[config.mk]
export PLATFORM = sky130hd
export DESIGN_NAME = aes_block_serdes
export DESIGN_NICKNAME = d
export VERILOG_FILES = /design/src/rtl/aes_block_serdes.sv
export SDC_FILE = /design/constraint.sdc
export NUM_CORES = 1
export LEC_CHECK = 0
export ABC_AREA = 1
export CORE_ASPECT_RATIO = 1.25
export CORE_UTILIZATION = 28
export CTS_CLUSTER_DIAMETER = 80
export DETAILED_ROUTE_END_ITERATION = 10
export GPL_TIMING_DRIVEN = 0
export PLACE_DENSITY = 0.53
export SYNTH_ARGS = -nofsm -noshare
export SYNTH_HDL_FRONTEND = slang
export SYNTH_SLANG_ARGS = --single-unit
[constraint.sdc]
create_clock -name clk -period 13.2 [get_ports clk]
set_input_delay 1.98 -clock clk [delete_from_list [all_inputs] [get_ports clk]]
set_output_delay 1.98 -clock clk [all_outputs]
set_load 0.05 [all_outputs]
[src/rtl/aes_block_serdes.sv]
// aes_block_serdes
//   Streaming converter between the 128-bit AES state block and a narrow
//   word stream. The pack path assembles NW = 128/WORD_W words into one
//   block. The unpack path splits one block back into NW words. Both paths
//   use valid/ready handshakes, move one word per clock and are independent.
//
// Parameters
//   WORD_W    : stream word width (8, 16, 32 or 64)
//   MSB_FIRST : 1 = first word sits in bits [127 -: WORD_W] (state byte 00 first)
//               0 = first word sits in bits [WORD_W-1:0]
//
// Ports
//   clk, rst                          : clock, asynchronous active-high reset
//   in_valid/in_ready/in_word         : pack input word stream
//   pk_valid/pk_ready/pk_block        : assembled 128-bit block output
//   pk_count                          : words currently held in the assembly register
//   ub_valid/ub_ready/ub_block        : 128-bit block to unpack
//   out_valid/out_ready/out_word      : unpacked word stream
//   flush (AES_SERDES_FLUSH_EN only)  : emit a partial block, zero padded
//
// Optional feature macro: AES_SERDES_FLUSH_EN
//   When defined, adds the flush input. When undefined, partial blocks stay
//   in the assembly register until they are completed or reset.

module aes_block_serdes #(
  parameter int WORD_W    = 8,
  parameter bit MSB_FIRST = 1'b1
) (
  input  logic                           clk,
  input  logic                           rst,
  input  logic                           in_valid,
  output logic                           in_ready,
  input  logic [WORD_W-1:0]              in_word,
  output logic                           pk_valid,
  input  logic                           pk_ready,
  output logic [127:0]                   pk_block,
  output logic [$clog2(128/WORD_W):0]    pk_count,
  input  logic                           ub_valid,
  output logic                           ub_ready,
  input  logic [127:0]                   ub_block,
  output logic                           out_valid,
  input  logic                           out_ready,
  output logic [WORD_W-1:0]              out_word
`ifdef AES_SERDES_FLUSH_EN
  ,
  input  logic                           flush
`endif
);

  localparam int NW = 128 / WORD_W;
  localparam int IW = $clog2(NW);
  localparam logic [IW-1:0] LAST = IW'(NW - 1);

  typedef enum logic {
    IDLE,
    EMIT
  } ustate_t;

  // Bit offset of word slot k inside a block; slot 0 is the first word on
  // the stream, so with MSB_FIRST it lives at the top of the block.
  function automatic int slot_base(input logic [IW-1:0] k);
    int pos;
    pos = MSB_FIRST ? (NW - 1 - int'(k)) : int'(k);
    return pos * WORD_W;
  endfunction

  // ---------------------------------------------------------------------
  // Pack path
  // ---------------------------------------------------------------------
  logic [127:0]  acc;
  logic [127:0]  merged;
  logic [IW-1:0] wi;
  logic          pk_stall;
  logic          in_fire;
  logic          load;

  assign pk_stall = pk_valid && !pk_ready;
  assign in_fire  = in_valid && in_ready;
  assign pk_count = {1'b0, wi};

`ifdef AES_SERDES_FLUSH_EN
  logic flush_fire;

  // A flush must not overwrite a block the consumer has not taken yet, so
  // both flush and new words are held off while the output is stalled.
  // A word accepted on the flush edge is included before the flush acts.
  assign in_ready   = !(pk_stall && (wi == LAST || flush));
  assign flush_fire = flush && !pk_stall && (wi != '0 || in_fire);
  assign load       = (in_fire && wi == LAST) || flush_fire;
`else
  // Only the word that would complete a block has to wait for the previous
  // block to drain; earlier words of the next block can keep flowing.
  assign in_ready = !(pk_stall && wi == LAST);
  assign load     = in_fire && wi == LAST;
`endif

  // The assembly register with the incoming word already dropped into its
  // slot; this is both the next acc and the block loaded on completion.
  always_comb begin
    merged = acc;
    if (in_fire) begin
      merged[slot_base(wi) +: WORD_W] = in_word;
    end
  end

  // Assembly register, word index and the registered block output. acc is
  // cleared whenever a block leaves so unfilled slots of a flushed block
  // read as zero.
  always_ff @(posedge clk or posedge rst) begin
    if (rst) begin
      acc      <= '0;
      wi       <= '0;
      pk_valid <= 1'b0;
      pk_block <= '0;
    end else if (load) begin
      pk_block <= merged;
      pk_valid <= 1'b1;
      acc      <= '0;
      wi       <= '0;
    end else begin
      if (in_fire) begin
        acc <= merged;
        wi  <= wi + IW'(1);
      end
      if (pk_valid && pk_ready) begin
        pk_valid <= 1'b0;
      end
    end
  end

  // ---------------------------------------------------------------------
  // Unpack path
  // ---------------------------------------------------------------------
  ustate_t       ustate;
  logic [127:0]  hold;
  logic [IW-1:0] ri;
  logic          ub_fire;
  logic          out_fire;

  // Accepting the next block on the same edge as the last word leaves no
  // bubble between consecutive blocks.
  assign ub_ready = (ustate == IDLE) || (ri == LAST && out_ready);
  assign ub_fire  = ub_valid && ub_ready;
  assign out_fire = out_valid && out_ready;

  // Holding register, read index and registered word output. A new block
  // always starts at slot 0; after the last word the path either reloads or
  // drops back to IDLE with out_valid low.
  always_ff @(posedge clk or posedge rst) begin
    if (rst) begin
      ustate    <= IDLE;
      hold      <= '0;
      ri        <= '0;
      out_valid <= 1'b0;
      out_word  <= '0;
    end else if (ub_fire) begin
      hold      <= ub_block;
      ri        <= '0;
      out_word  <= ub_block[slot_base(IW'(0)) +: WORD_W];
      out_valid <= 1'b1;
      ustate    <= EMIT;
    end else if (out_fire) begin
      if (ri == LAST) begin
        ustate    <= IDLE;
        out_valid <= 1'b0;
        ri        <= '0;
      end else begin
        ri       <= ri + IW'(1);
        out_word <= hold[slot_base(ri + IW'(1)) +: WORD_W];
      end
    end
  end

endmodule

-- After elaboration in Yosys (flattened, before gate mapping)
Cells that the tools add are included.
- register bits after elaboration: 402
- bits of input ports: 142
- output and inout bits: 145
- logic and storage cells: 54
- add/sub/neg operators: 5
- eq/ne operators: 3
- shift-type cells: 3
- muxes and demuxes: 17
- bitwise gates (word level): 1
- reductions and logical operators: 17
- operator list (operator ; count):
    two-way mux 128 bit ; 3
    bitwise mux 128 bit ; 1
    variable shift 8 x 33 -> 128 bit, first input constant ; 1
    variable part select 128 x 8 -> 8 bit ; 1
    variable part select 8 x 33 -> 128 bit ; 1
    negator 8 -> 33 bit ; 1
    two-way mux 8 bit ; 3
    two-way mux 4 bit ; 5
    subtractor 4 x 4 -> 5 bit, first input constant ; 2
    adder 4 x 1 -> 4 bit, second input constant ; 2
    equality test 4 bit, second input constant ; 2
    logical AND 1 bit ; 8
    nonzero test 2 bit ; 4
    two-way mux 1 bit ; 5
    AND reduction 2 bit ; 2
    zero test 1 bit ; 2
    inequality test 2 bit, second input constant ; 1
    logical OR 1 bit ; 1
    NOT 1 bit ; 1

-- Depth between registers and ports, before layout
- word-level depth: 8
- depth in mapped cells: 13
- mapped depth without buffers: 12

-- Worst setup path before layout
No wires, ideal clock.
- path type: input to output
- start point: input port out_ready
- end point: output port ub_ready
- arrival: 2448 ps
- data required time: 11220 ps
- path slack: 8772 ps
- stages on the path: 4
- path through: nor2_1 -> inv_1 -> nand2_1 -> inv_1
- longest elaborated chain between the ends: 2
- ends and longest elaborated chain (element ; RTL line ; source):
    start, declared ; 42 ; input logic out_ready,
    logical AND 1 bit ; 142 ; assign ub_ready = (ustate == IDLE) || (ri == LAST && out_ready);
    logical OR 1 bit ; 142 ;
    end, declared ; 39 ; output logic ub_ready,
Every way passes these cells.

-- Final worst setup path
Same ends and word-level chain as after synthesis.

==> flow_summary_export.csv <==
group,metric,value,unit
status,status,"complete, no violations",
yosys,synth-compound-area-share,0.0979,
setup_path,crit_path_start_kind,"primary input",
clock_tree,hold_buffers,0,
timing,tightest_slew,814,ps
flow_run,cap_violations,0,
cells_and_area,drive_gt1_frac,0.0476,
pwr,worst_ir_drop_vdd,0.125,mV
floorplanning,row_count,102,
grt,grt-ovfl-total,0,
timing,drv_slew,0,
floorplanning,die_w,226,microns
yosys,async_flop_share,1.00,
route,drc,0,
yosys,ys_warn_count,0,
route,drt.antenna.violating_nets,0,
timing,setup_viol,0,
yosys,synthXorXnorAreaFrac,0.00199,
floorplanning,io_pins,287,
setup_path,crit_fanout,3,
grt,grt_pass1_vias,15871,
timing,worst_hold_slack,474,ps
route,wire_per_inst,18.7,microns
timing,rsz0062_at_grt,"no",
setup_path,crit_arrival,3660,ps
clock_tree,ctsRootBufferMaster,"clkbuf_16",
floorplanning,fp.dieH,283,microns
yosys,synth_cell_types,29,
placement,place_area,21600,sq um
clock_tree,clock_sinks,402,
setup_path,critical_path_buf_inv_count,4,
yosys,synth_fa_ha_area_frac,0.00426,
yosys,ys.flop_type,"dfrtp_1",
timing,layout_worst_path_cycle_share,0.427,
pwr,p_leak,10.9,nW
route,firstDrtPassIters,5,
setup_path,path_class,"in -> out",
floorplanning,fp.coreArea,62200,sq um
yosys,yosysSeqAreaShare,0.571,
setup_path,crit_cells,6,
clock_tree,cts.repair.resized,0,
timing,slew_headroom,0.455,
setup_path,reg2reg_depth,9,
setup_path,critPathTopFamily,"buffers and inverters",
route,routed_wl,63.2,mm
placement,port_buffers,285,
cells_and_area,final_cell_area,23100,sq um
timing,setup-tns-final,0,ps
hold_path,holdPathStages,2,
setup_path,slowest_delay,800,ps
grt,antenna_found_initial,0,
route,vias_per_cell,4.65,
yosys,synthMuxAreaShare,0,
clock_tree,numCtsBuffers,45,
yosys,syn_inst,2178,
setup_path,crit_chain,"clkdlybuf4s50_1, nor2_1, inv_1, nand2_1, inv_1, clkdlybuf4s50_1",
clock_tree,cts_setup_buffers,0,
clock_tree,cts_tree,"done",
route,drtIter0Drc,901,
hold_path,min_path_type,"reg -> reg",
clock_tree,max-clock-path-buffers,3,
timing,clock.fmax,0.177,GHz
yosys,synth_top_family_by_area,"simple AND/OR/NAND/NOR gates",
yosys,synth_nets,2326,
floorplanning,dieArea,64000,sq um
timing,fin_crit,5640,ps
clock_tree,htreeDepth,2,
yosys,synth_seq_cells,402,
pwr,powerDensity,241,nW/um^2
grt,grt_pass1_wl,95.0,mm
grt,grt_usage,0.198,
grt,grt_max_degree,125,
placement,finalWeightedCongestion,0.952,
clock_tree,clock_latency,580,ps
cells_and_area,nets,2661,
route,vias,15685,
yosys,syn_area_per_cell,8.10,sq um
yosys,netlist_area,17600,sq um
placement,dpl.hpwl,48.9,mm
floorplanning,initial_core_util,0.284,
timing,fin_skew,25.2,ps
cells_and_area,antenna_cells,0,
yosys,synth-edff-count,0,
timing,finalHoldViolations,0,
cells_and_area,area_growth,30.8,%
setup_path,required,11220,ps
yosys,yosys.area_share.simple,0.251,
pwr,power,5.57,mW
setup_path,crit_slowest_cell,"clkdlybuf4s50_1",
clock_tree,clkTransAtPathRegs,50,ps
setup_path,end_kind,"output pin",
[layout by cell type (no fill, tap or decap), drive strengths merged, types with 44 or more instances in the layout]
master | Yosys | final
nand2 | 705 | 705
dfrtp | 402 | 402
o21ai | 294 | 294
clkdlybuf4s50 | 0 | 285
inv | 207 | 209
nor2 | 184 | 184
nand3 | 159 | 159
clkbuf | 68 | 136
buf | 52 | 55
a21oi | 44 | 44
[worst reg2reg max path: stages (launching register included)]
cell and delay (ps):
dfrtp_1 550, inv_1 140, ha_1 290, clkbuf_1 330, clkinv_1 410, nor3_1 620
inv_1 270, o21ai_0 300, nand2_1 150, nand2_1 90
[power by group]
part           switching [mW]  internal (mW)  leakage [nW]  total (mW)
clock                   0.520          0.734         0.707        1.25
combinational            1.69          0.712          5.34        2.40
sequential              0.205           1.70          4.85        1.91
total                    2.42           3.15          10.9        5.57
[layer usage]
layer / global-route usage / part of all wire
met1: 0.235 / 0.40
met5: 0 / 0
met2: 0.355 / 0.50
met4: 0.0800 / 0.039
met3: 0.0330 / 0.052
[cells in the mapped netlist, types with 6 or more instances]
| master | count | share of area |
|---|---|---|
| buf_1 | 12 | 0.0026 |
| nand3_1 | 158 | 0.045 |
| dfrtp_1 | 402 | 0.57 |
| clkbuf_1 | 68 | 0.014 |
| nor2_1 | 183 | 0.039 |
| nand2_1 | 701 | 0.15 |
| a21oi_1 | 44 | 0.012 |
| o21ai_0 | 290 | 0.082 |
| inv_1 | 203 | 0.043 |
| ha_1 | 6 | 0.0043 |
| nand4_1 | 32 | 0.011 |
| buf_2 | 38 | 0.011 |
[area by class of cell]
cell class | count | area (sq um)
buffer | 120 | 505
clock buffer | 68 | 1290
clock inverter | 10 | 155
fill | 6466 | 39100
inverter | 211 | 800
multi-input combinational | 1445 | 6270
sequential | 402 | 10100
tap | 832 | 1040
timing repair buffer | 288 | 2940
[final timing paths]
kind	startpoint	endpoint	slack, ps
max	out_ready	ub_ready	7560
min	pk_block[47]	pk_block[47]	470
max reg2reg	wi[0]	pk_block[48]	9960
min reg2reg	pk_block[47]	pk_block[47]	470
max in group asynchronous	rst	pk_block[39]	9910
min in group asynchronous	rst	hold[82]	1830
[state kept, by name, summed over array words and instances (netlist names)]
name and flops:
acc 128, hold 128, out_word 8, pk_block 128, pk_valid 1, ri 4
ustate 1, wi 4
[through the flow]
step	setup WS [ps]	instances	utilization
2_1_floorplan	38.9	2178	-
3_5_place_dp	7590	3298	0.348
5_1_grt	7510	3376	0.371
4_1_cts	7580	3376	0.371
6_report	7560	3376	0.371
3_3_place_gp	-4970	3295	0.346
[logic make-up (layout without fill, tap and decap cells)]
kind of cell | Yosys count | count (layout)
compound gates | 343 | 343
xor+xnor | 4 | 4
fa+ha+maj | 6 | 6
buf+inv | 331 | 697
flops | 402 | 402
other cells | 1 | 1
simple gates | 1091 | 1091
(Power assumes the default switching activity.)
